`src/rtl/riscv_pkg.sv`:
```
// Shared types for the integer writeback path.
//   XLEN_C     : datapath width
//   reg_addr_t : architectural register address
//   wb_src_e   : result producer identity (used for round-robin history)
//   wb_entry_t : one pending register-file write {rd, data}
package riscv_pkg;

  localparam int unsigned XLEN_C = 32;

  typedef logic [4:0] reg_addr_t;

  typedef enum logic {
    WB_ALU = 1'b0,
    WB_MEM = 1'b1
  } wb_src_e;

  typedef struct packed {
    reg_addr_t         rd;
    logic [XLEN_C-1:0] data;
  } wb_entry_t;

endpackage

```
`src/rtl/wb_slot.sv`:
```
// One-entry result holding slot with valid/ready input handshake.
//   in_valid/in_ready/in_entry : producer side; transfer on valid && ready
//   full/entry                 : slot contents presented to the arbiter
//   drain                      : slot is granted this cycle and empties
//                                unless refilled on the same edge
module wb_slot
  import riscv_pkg::*;
(
  input  logic      clk,
  input  logic      rst_n,
  input  logic      in_valid,
  output logic      in_ready,
  input  wb_entry_t in_entry,
  output logic      full,
  output wb_entry_t entry,
  input  logic      drain
);

  logic      full_q, full_d;
  wb_entry_t entry_q, entry_d;

  // A draining slot can accept a new entry on the same edge.
  assign in_ready = !full_q || drain;
  assign full     = full_q;
  assign entry    = entry_q;

  always_comb begin
    full_d  = full_q;
    entry_d = entry_q;
    if (drain) begin
      full_d = 1'b0;
    end
    if (in_valid && in_ready) begin
      full_d  = 1'b1;
      entry_d = in_entry;
    end
  end

  always_ff @(posedge clk or negedge rst_n) begin
    if (!rst_n) begin
      full_q  <= 1'b0;
      entry_q <= '0;
    end else begin
      full_q  <= full_d;
      entry_q <= entry_d;
    end
  end

endmodule

```
`src/rtl/writeback_arbiter.sv`:
```
// Register-file write port arbiter with pending-write scoreboard.
//   issue_valid/issue_rd/issue_ready : decode issue; stalls while rd is busy
//   busy                             : bit r set while a write to r is pending
//   alu_* / mem_*                    : result channels (valid/ready handshake)
//   rf_a3/rf_wd/rf_wen               : registered register-file write port
// Both sources buffer into a one-entry slot; a round-robin arbiter grants one
// slot per cycle and the granted entry is registered onto the write port.
module writeback_arbiter
  import riscv_pkg::*;
#(
  parameter int unsigned XLEN = 32,
  parameter int unsigned NREG = 32
) (
  input  logic                    clk,
  input  logic                    rst_n,
  input  logic                    issue_valid,
  input  logic [$clog2(NREG)-1:0] issue_rd,
  output logic                    issue_ready,
  output logic [NREG-1:0]         busy,
  input  logic                    alu_valid,
  output logic                    alu_ready,
  input  logic [$clog2(NREG)-1:0] alu_rd,
  input  logic [XLEN-1:0]         alu_data,
  input  logic                    mem_valid,
  output logic                    mem_ready,
  input  logic [$clog2(NREG)-1:0] mem_rd,
  input  logic [XLEN-1:0]         mem_data,
  output logic [$clog2(NREG)-1:0] rf_a3,
  output logic [XLEN-1:0]         rf_wd,
  output logic                    rf_wen
);

  localparam int unsigned AW = $clog2(NREG);

  logic      alu_full, mem_full;
  wb_entry_t alu_entry, mem_entry;
  logic      grant_alu, grant_mem;
  wb_entry_t sel_entry;

  wb_src_e           last_grant_q, last_grant_d;
  logic              rf_wen_q, rf_wen_d;
  logic [AW-1:0]     rf_a3_q, rf_a3_d;
  logic [XLEN-1:0]   rf_wd_q, rf_wd_d;
  logic [NREG-1:0]   busy_q, busy_d;

  wb_slot u_alu_slot (
    .clk      (clk),
    .rst_n    (rst_n),
    .in_valid (alu_valid),
    .in_ready (alu_ready),
    .in_entry ('{rd: alu_rd, data: alu_data}),
    .full     (alu_full),
    .entry    (alu_entry),
    .drain    (grant_alu)
  );

  wb_slot u_mem_slot (
    .clk      (clk),
    .rst_n    (rst_n),
    .in_valid (mem_valid),
    .in_ready (mem_ready),
    .in_entry ('{rd: mem_rd, data: mem_data}),
    .full     (mem_full),
    .entry    (mem_entry),
    .drain    (grant_mem)
  );

  // On a tie the source that did not win last time is granted.
  assign grant_alu = alu_full && (!mem_full || (last_grant_q == WB_MEM));
  assign grant_mem = mem_full && (!alu_full || (last_grant_q == WB_ALU));
  assign sel_entry = grant_mem ? mem_entry : alu_entry;

  assign issue_ready = !busy_q[issue_rd];
  assign busy        = busy_q;
  assign rf_wen      = rf_wen_q;
  assign rf_a3       = rf_a3_q;
  assign rf_wd       = rf_wd_q;

  always_comb begin
    last_grant_d = last_grant_q;
    rf_wen_d     = 1'b0;
    rf_a3_d      = rf_a3_q;
    rf_wd_d      = rf_wd_q;
    busy_d       = busy_q;

    if (alu_full && mem_full) begin
      last_grant_d = grant_mem ? WB_MEM : WB_ALU;
    end

    if (grant_alu || grant_mem) begin
      rf_wen_d = (sel_entry.rd != '0);
      rf_a3_d  = sel_entry.rd;
      rf_wd_d  = sel_entry.data;
    end

    // Clear the committing register, then set the newly issued one; they
    // never collide because issue_ready is low for a busy register.
    if (rf_wen_q) begin
      busy_d[rf_a3_q] = 1'b0;
    end
    if (issue_valid && issue_ready && (issue_rd != '0)) begin
      busy_d[issue_rd] = 1'b1;
    end
    busy_d[0] = 1'b0;
  end

  always_ff @(posedge clk or negedge rst_n) begin
    if (!rst_n) begin
      last_grant_q <= WB_ALU;
      rf_wen_q     <= 1'b0;
      rf_a3_q      <= '0;
      rf_wd_q      <= '0;
      busy_q       <= '0;
    end else begin
      last_grant_q <= last_grant_d;
      rf_wen_q     <= rf_wen_d;
      rf_a3_q      <= rf_a3_d;
      rf_wd_q      <= rf_wd_d;
      busy_q       <= busy_d;
    end
  end

endmodule
```
`config.mk`:
```
export PLATFORM = sky130hd
export DESIGN_NAME = writeback_arbiter
export DESIGN_NICKNAME = d
export VERILOG_FILES = /design/src/rtl/riscv_pkg.sv /design/src/rtl/wb_slot.sv /design/src/rtl/writeback_arbiter.sv
export SDC_FILE = /design/constraint.sdc
export NUM_CORES = 1
export LEC_CHECK = 0
export ABC_AREA = 1
export ABC_CLOCK_PERIOD_IN_PS = 2400
export BUFFER_PORTS_ARGS = -buffer_cell sky130_fd_sc_hd__buf_4
export CORE_MARGIN = 8
export CORE_UTILIZATION = 40
export CTS_CLUSTER_SIZE = 30
export DETAILED_ROUTE_END_ITERATION = 12
export PLACE_DENSITY = 0.6
export SKIP_CTS_REPAIR_TIMING = 1
export SYNTH_ARGS = -nofsm -noshare
export SYNTH_HDL_FRONTEND = slang
export SYNTH_HIERARCHICAL = 1
export SYNTH_SLANG_ARGS = --single-unit
```
`constraint.sdc`:
```
create_clock -name clk -period 2.4 [get_ports clk]
set_input_delay 0.48 -clock clk [delete_from_list [all_inputs] [get_ports clk]]
set_output_delay 0.48 -clock clk [all_outputs]
set_load 0.05 [all_outputs]
```
# --- After elaboration in Yosys (flattened, before gate mapping) ---
# Cells that the tools add are included.
totals:
  ff_bits: 146
  latch_bits: 0
  mem_bits_rw: 0
  mem_bits_ro: 0
  inputBits: 84
  out_inout_bits: 73
  elab_cells: 55
  n_memories: 0
op_classes:
  addsub: 0
  mul: 0
  n_div: 0
  n_lt_le_gt_ge: 4
  n_eq_ne: 0
  shift: 0
  muxes: 15
  n_bitwise: 4
  reduce_logical: 21
op_table:
  columns: ["op", "count"]
  rows:
  - ["32-bit two-way mux", 2]
  - ["37-bit two-way mux", 1]
  - ["32-bit bitwise AND", 1]
  - ["32-bit inverter", 1]
  - ["32-bit OR", 1]
  - ["5-bit by 6-bit < comparator with 1-bit output, second input constant", 2]
  - ["1-bit demux with 5-bit select", 2]
  - ["5-bit by 1-bit >= comparator with 1-bit output, second input constant", 2]
  - ["5-bit nonzero test", 2]
  - ["1-bit logical AND", 9]
  - ["1-bit two-way mux", 9]
  - ["1-bit binary-select mux with 5-bit select", 1]
  - ["1-bit logical OR", 5]
  - ["2-bit nonzero test", 2]
  - ["1-bit logical NOT", 3]
  - ["1-bit inverter", 1]

# --- Logic depth before layout (Yosys ltp) ---
logic_depth:
  depth_word: 9
  mapped_depth: 15
  depth_no_buf: 12

# --- By module ---
# The synthesis kept the hierarchy.
modules_own_cells:
  columns: ["module", "instances", "cells_per_inst", "area_per_inst_um2", "seq_area_each_um2"]
  rows:
  - ["writeback_arbiter", 1, 477, 3641.0, 1751.7]
  - ["wb_slot", 2, 165, 1521.5, 950.9]

# --- Least setup slack after synthesis ---
# No wires, ideal clock.
synth_timing:
  path_type: "register to output"
  from: "register u_mem_slot.full_q, in the netlist u_mem_slot/full"
  to: "output alu_ready"
  t_arrival_ns: 1.631
  required_time_ns: 1.920
  slack_ns: 0.289
  path_stages_with_launch: 7
  n_path_buf: 3
  cell_sequence: "dfrtp_1 > buf_2 > a21oi_1 > clkbuf_1 > inv_2 > nand2_2 > buf_2"
synth_via:
  elab_chain_len: 4
synth_rtl:
  columns: ["item", "line_no", "rtl"]
  rows:
  - ["start: declaration", "wb_slot.sv:19", "logic full_q, full_d;"]
  - ["start signal: assignment", "wb_slot.sv:44", "full_q <= full_d;"]
  - ["1-bit logical NOT", "writeback_arbiter.sv:69", "assign grant_alu = alu_full && (!mem_full || (last_grant_q == WB_MEM));"]
  - ["1-bit logical OR", "writeback_arbiter.sv:69", null]
  - ["1-bit logical AND", "writeback_arbiter.sv:69", null]
  - ["named net grant_alu", "writeback_arbiter.sv:37", "logic grant_alu, grant_mem;"]
  - ["1-bit logical OR", "wb_slot.sv:23", "assign in_ready = !full_q || drain;"]
  - ["end: declaration", "writeback_arbiter.sv:21", "output logic alu_ready,"]
# The timed path passes the listed nets, and every way through them passes these cells.

# --- Worst setup path in the final report ---
layout_timing:
  from: "register u_mem_slot.full_q, in the netlist u_mem_slot/full"
  to: "output mem_ready"
layout_via:
  elab_chain_len: 2
  elab_cells_between_ends: 3
  classes_between: "3 x reduce/logical"
layout_rtl:
  columns: ["item", "line_no", "rtl"]
  rows:
  - ["1-bit logical NOT or 1-bit logical AND (tied branches)", "wb_slot.sv:23, writeback_arbiter.sv:70", null]
  - ["1-bit logical OR (*)", "wb_slot.sv:23", null]
  - ["end: declaration", "writeback_arbiter.sv:25", "output logic mem_ready,"]
# Every way passes the cells marked *; elsewhere a longest branch is shown, timed or not.

==> flow_summary.ini <==
[placement]
port_buffers = 155
post_dp_cell_area_mm2 = 0.00805
dpl.hpwl_um = 14100
gp_congestion = 0.882
dp_slack_ns = 0.239

[yosys]
yosys_warnings = 6
ys_seq_area_share_pct = 54.7
synth.avg_cell_area_um2 = 8.28
synth.largest_area_cell = dfrtp_1
synth_nets = 891
synth_cell_types = 24
synth.top_cell.area_share_pct = 54.7
synth.area.top_cells = dfrtp_1 55%, nand2_1 17%, nand3_1 9.0%, o21ai_0 5.3%, a21oi_1 2.7%
syn_inst = 807
synthesis.area_mm2 = 0.00668
ys_seq_elements = 146

[detailed_routing]
wl_per_cell_um = 16.9
dr.pass1.iters = 7
ant_nets = 0
routed_via_density = 5.01
detail_route.drc_violations = 0
vias = 5970
wl_um = 20100
drt_iter0_drc = 434

[timing]
slew_headroom_pct = 62.3
fmax_mhz = 447
fin_tns_setup_ns = 0
hold_violations = 0
setup_viol = 0
skew_ns = 0.00704
whs_ns = 0.0173
slew_viol_final = 0
rsz0062_at_grt = false
final.min_clock_period_ns = 2.24
worst_pin_slew_ns = 0.566
post-route-period-util_pct = 93.2
setup_slack_ns = 0.164

[finish]
fin_nets = 1042
drive_above_1_share_pct = 25.0
antennaDiodeCount = 0
fillers = 1630
area_delta_synth_final_pct = 29.5
design_area_mm2 = 0.00866

[setup_path]
worst_setup_path_end_kind = output pin
startpoint_type = register
required_ns = 1.92
crit_path_max_fanout = 30
crit_arrival_ns = 1.76
worstSetupPathType = register to output pin

[clocking]
htreeDepth = 4
clock_sink_count = 146
clock_tree.buffer_depth = 2
clkTransAtPathRegs_ns = 0.06
cts_root_buf = clkbuf_16
insertion_delay_ns = 0.43
cts_buffers = 17
cts_tree = yes

[power]
ir_worst_vdd_v = 0.000819
p_leak_nw = 4.37
p_per_area_mw_per_mm2 = 1630

[global_routing]
grt_pass1_vias = 6107
antenna_found_initial = 1
grt_use_total_pct = 19.4
grt_max_degree = 62
grt_pass1_wl_um = 32800
grt_overflow = 0

[flow_run]
cap_viol_max_count = 0

[floorplanning]
coreArea_mm2 = 0.0165
ios = 157
num_rows = 47
dieArea_mm2 = 0.0211
start_util_pct = 40.6
die_y_um = 145
fp.dieW_um = 145

[min_path]
min_path_type = input port to async pin

[status]
status = finished, final reports clean
==> cell families (layout without fill, tap and decap cells) <==
group	count (synthesis)	in the layout	synth area share, %
simple gates	484	484	31.2
flops	146	146	54.7
compound gates	108	108	8.09
buf+inv	68	232	5.99
other cells	1	1	0.0561
==> stage by stage <==
stage	util [%]	total power, W	std cells
floorplan	-	0.00920	807
global placement	48.9	0.0114	1159
detailed placement	48.9	0.0115	1159
CTS	52.5	0.0143	1191
global route	52.6	0.0151	1191
finish	52.6	0.0141	1191
==> report_power, final <==
group	switching (W)	leakage, nW	internal (W)
clock network	0.00114	0.284	0.00156
registers	0.000911	1.77	0.00370
logic	0.00479	2.32	0.00204
==> final timing paths <==
path / slack [ns] / cells past startpoint / end / startpoint
max: 0.16 / 3 / mem_ready / u_mem_slot/full
min: 0.02 / 1 / u_alu_slot/entry[27] / rst_n
max reg2reg: 0.46 / 6 / u_mem_slot/entry[14] / u_mem_slot/full
min reg2reg: 0.46 / 2 / u_alu_slot/entry[32] / u_alu_slot/entry[32]
max in group asynchronous: 1.65 / 2 / u_alu_slot/entry[1] / rst_n
min in group clk: 0.27 / 3 / u_mem_slot/entry[18] / mem_data[18]
==> flip-flops by register name (all words and copies together), names as in the netlist <==
register and cells:
u_mem_slot/entry 37, u_alu_slot/full 1, u_mem_slot/full 1, rf_wen 1, busy 31, rf_a3 5, u_alu_slot/entry 37, rf_wd 32
last_grant_q 1
==> cell usage in the layout, fill, tap and decap left out, drive strengths merged <==
cell | netlist | routed
conb | 1 | 1
or2 | 4 | 4
nor3 | 8 | 8
nand2 | 305 | 305
nor2 | 40 | 40
nand4 | 1 | 1
a21oi | 36 | 36
nand3 | 120 | 120
dfrtp | 146 | 146
clkinv | 0 | 2
clkinvlp | 0 | 3
inv | 20 | 28
nor4 | 6 | 6
bufinv | 0 | 2
o21ai | 72 | 72
clkbuf | 10 | 17
buf | 38 | 180
==> area by class of cell <==
| class | instances | area (µm²) | area share (%) |
|---|---|---|---|
| clock buffers | 17 | 425 | 4.91 |
| clock inverters | 15 | 173 | 1.99 |
| inverters | 20 | 80.1 | 0.925 |
| multi-input cells | 593 | 2650 | 30.6 |
| flip-flops and latches | 146 | 3650 | 42.2 |
| well taps | 220 | 275 | 3.18 |
| repair buffers | 180 | 1400 | 16.1 |
==> cells in the mapped netlist <==
library cell	n
nor3_4	1
o21ai_1	1
buf_6	13
inv_1	14
nand2_2	7
buf_4	5
nand3_1	120
nand2_1	298
buf_2	19
nor2_4	2
buf_1	1
a21oi_1	36
conb_1	1
o21ai_0	71
inv_2	5
nor3_2	7
dfrtp_1	146
nand4_1	1
nor2_1	37
nor2_2	1
or2_2	4
inv_6	1
clkbuf_1	10
nor4_1	6
==> metal layers <==
metal / up-vias / wire length (µm) / GRT usage, %
met5: - / 13 / 0
met1: 2797 / 9180 / 25.4
li1: 2959 / - / -
met3: 24 / 1260 / 6.06
met2: 188 / 9420 / 29.9
met4: 2 / 266 / 6.04
==> critical path, cell delays in order, from the launching register on <==
cell	delay (ns)
dfrtp_1	0.60
buf_6	0.34
nand2_2	0.16
buf_4	0.22
Note: power is estimated with default switching activity, not from simulation.
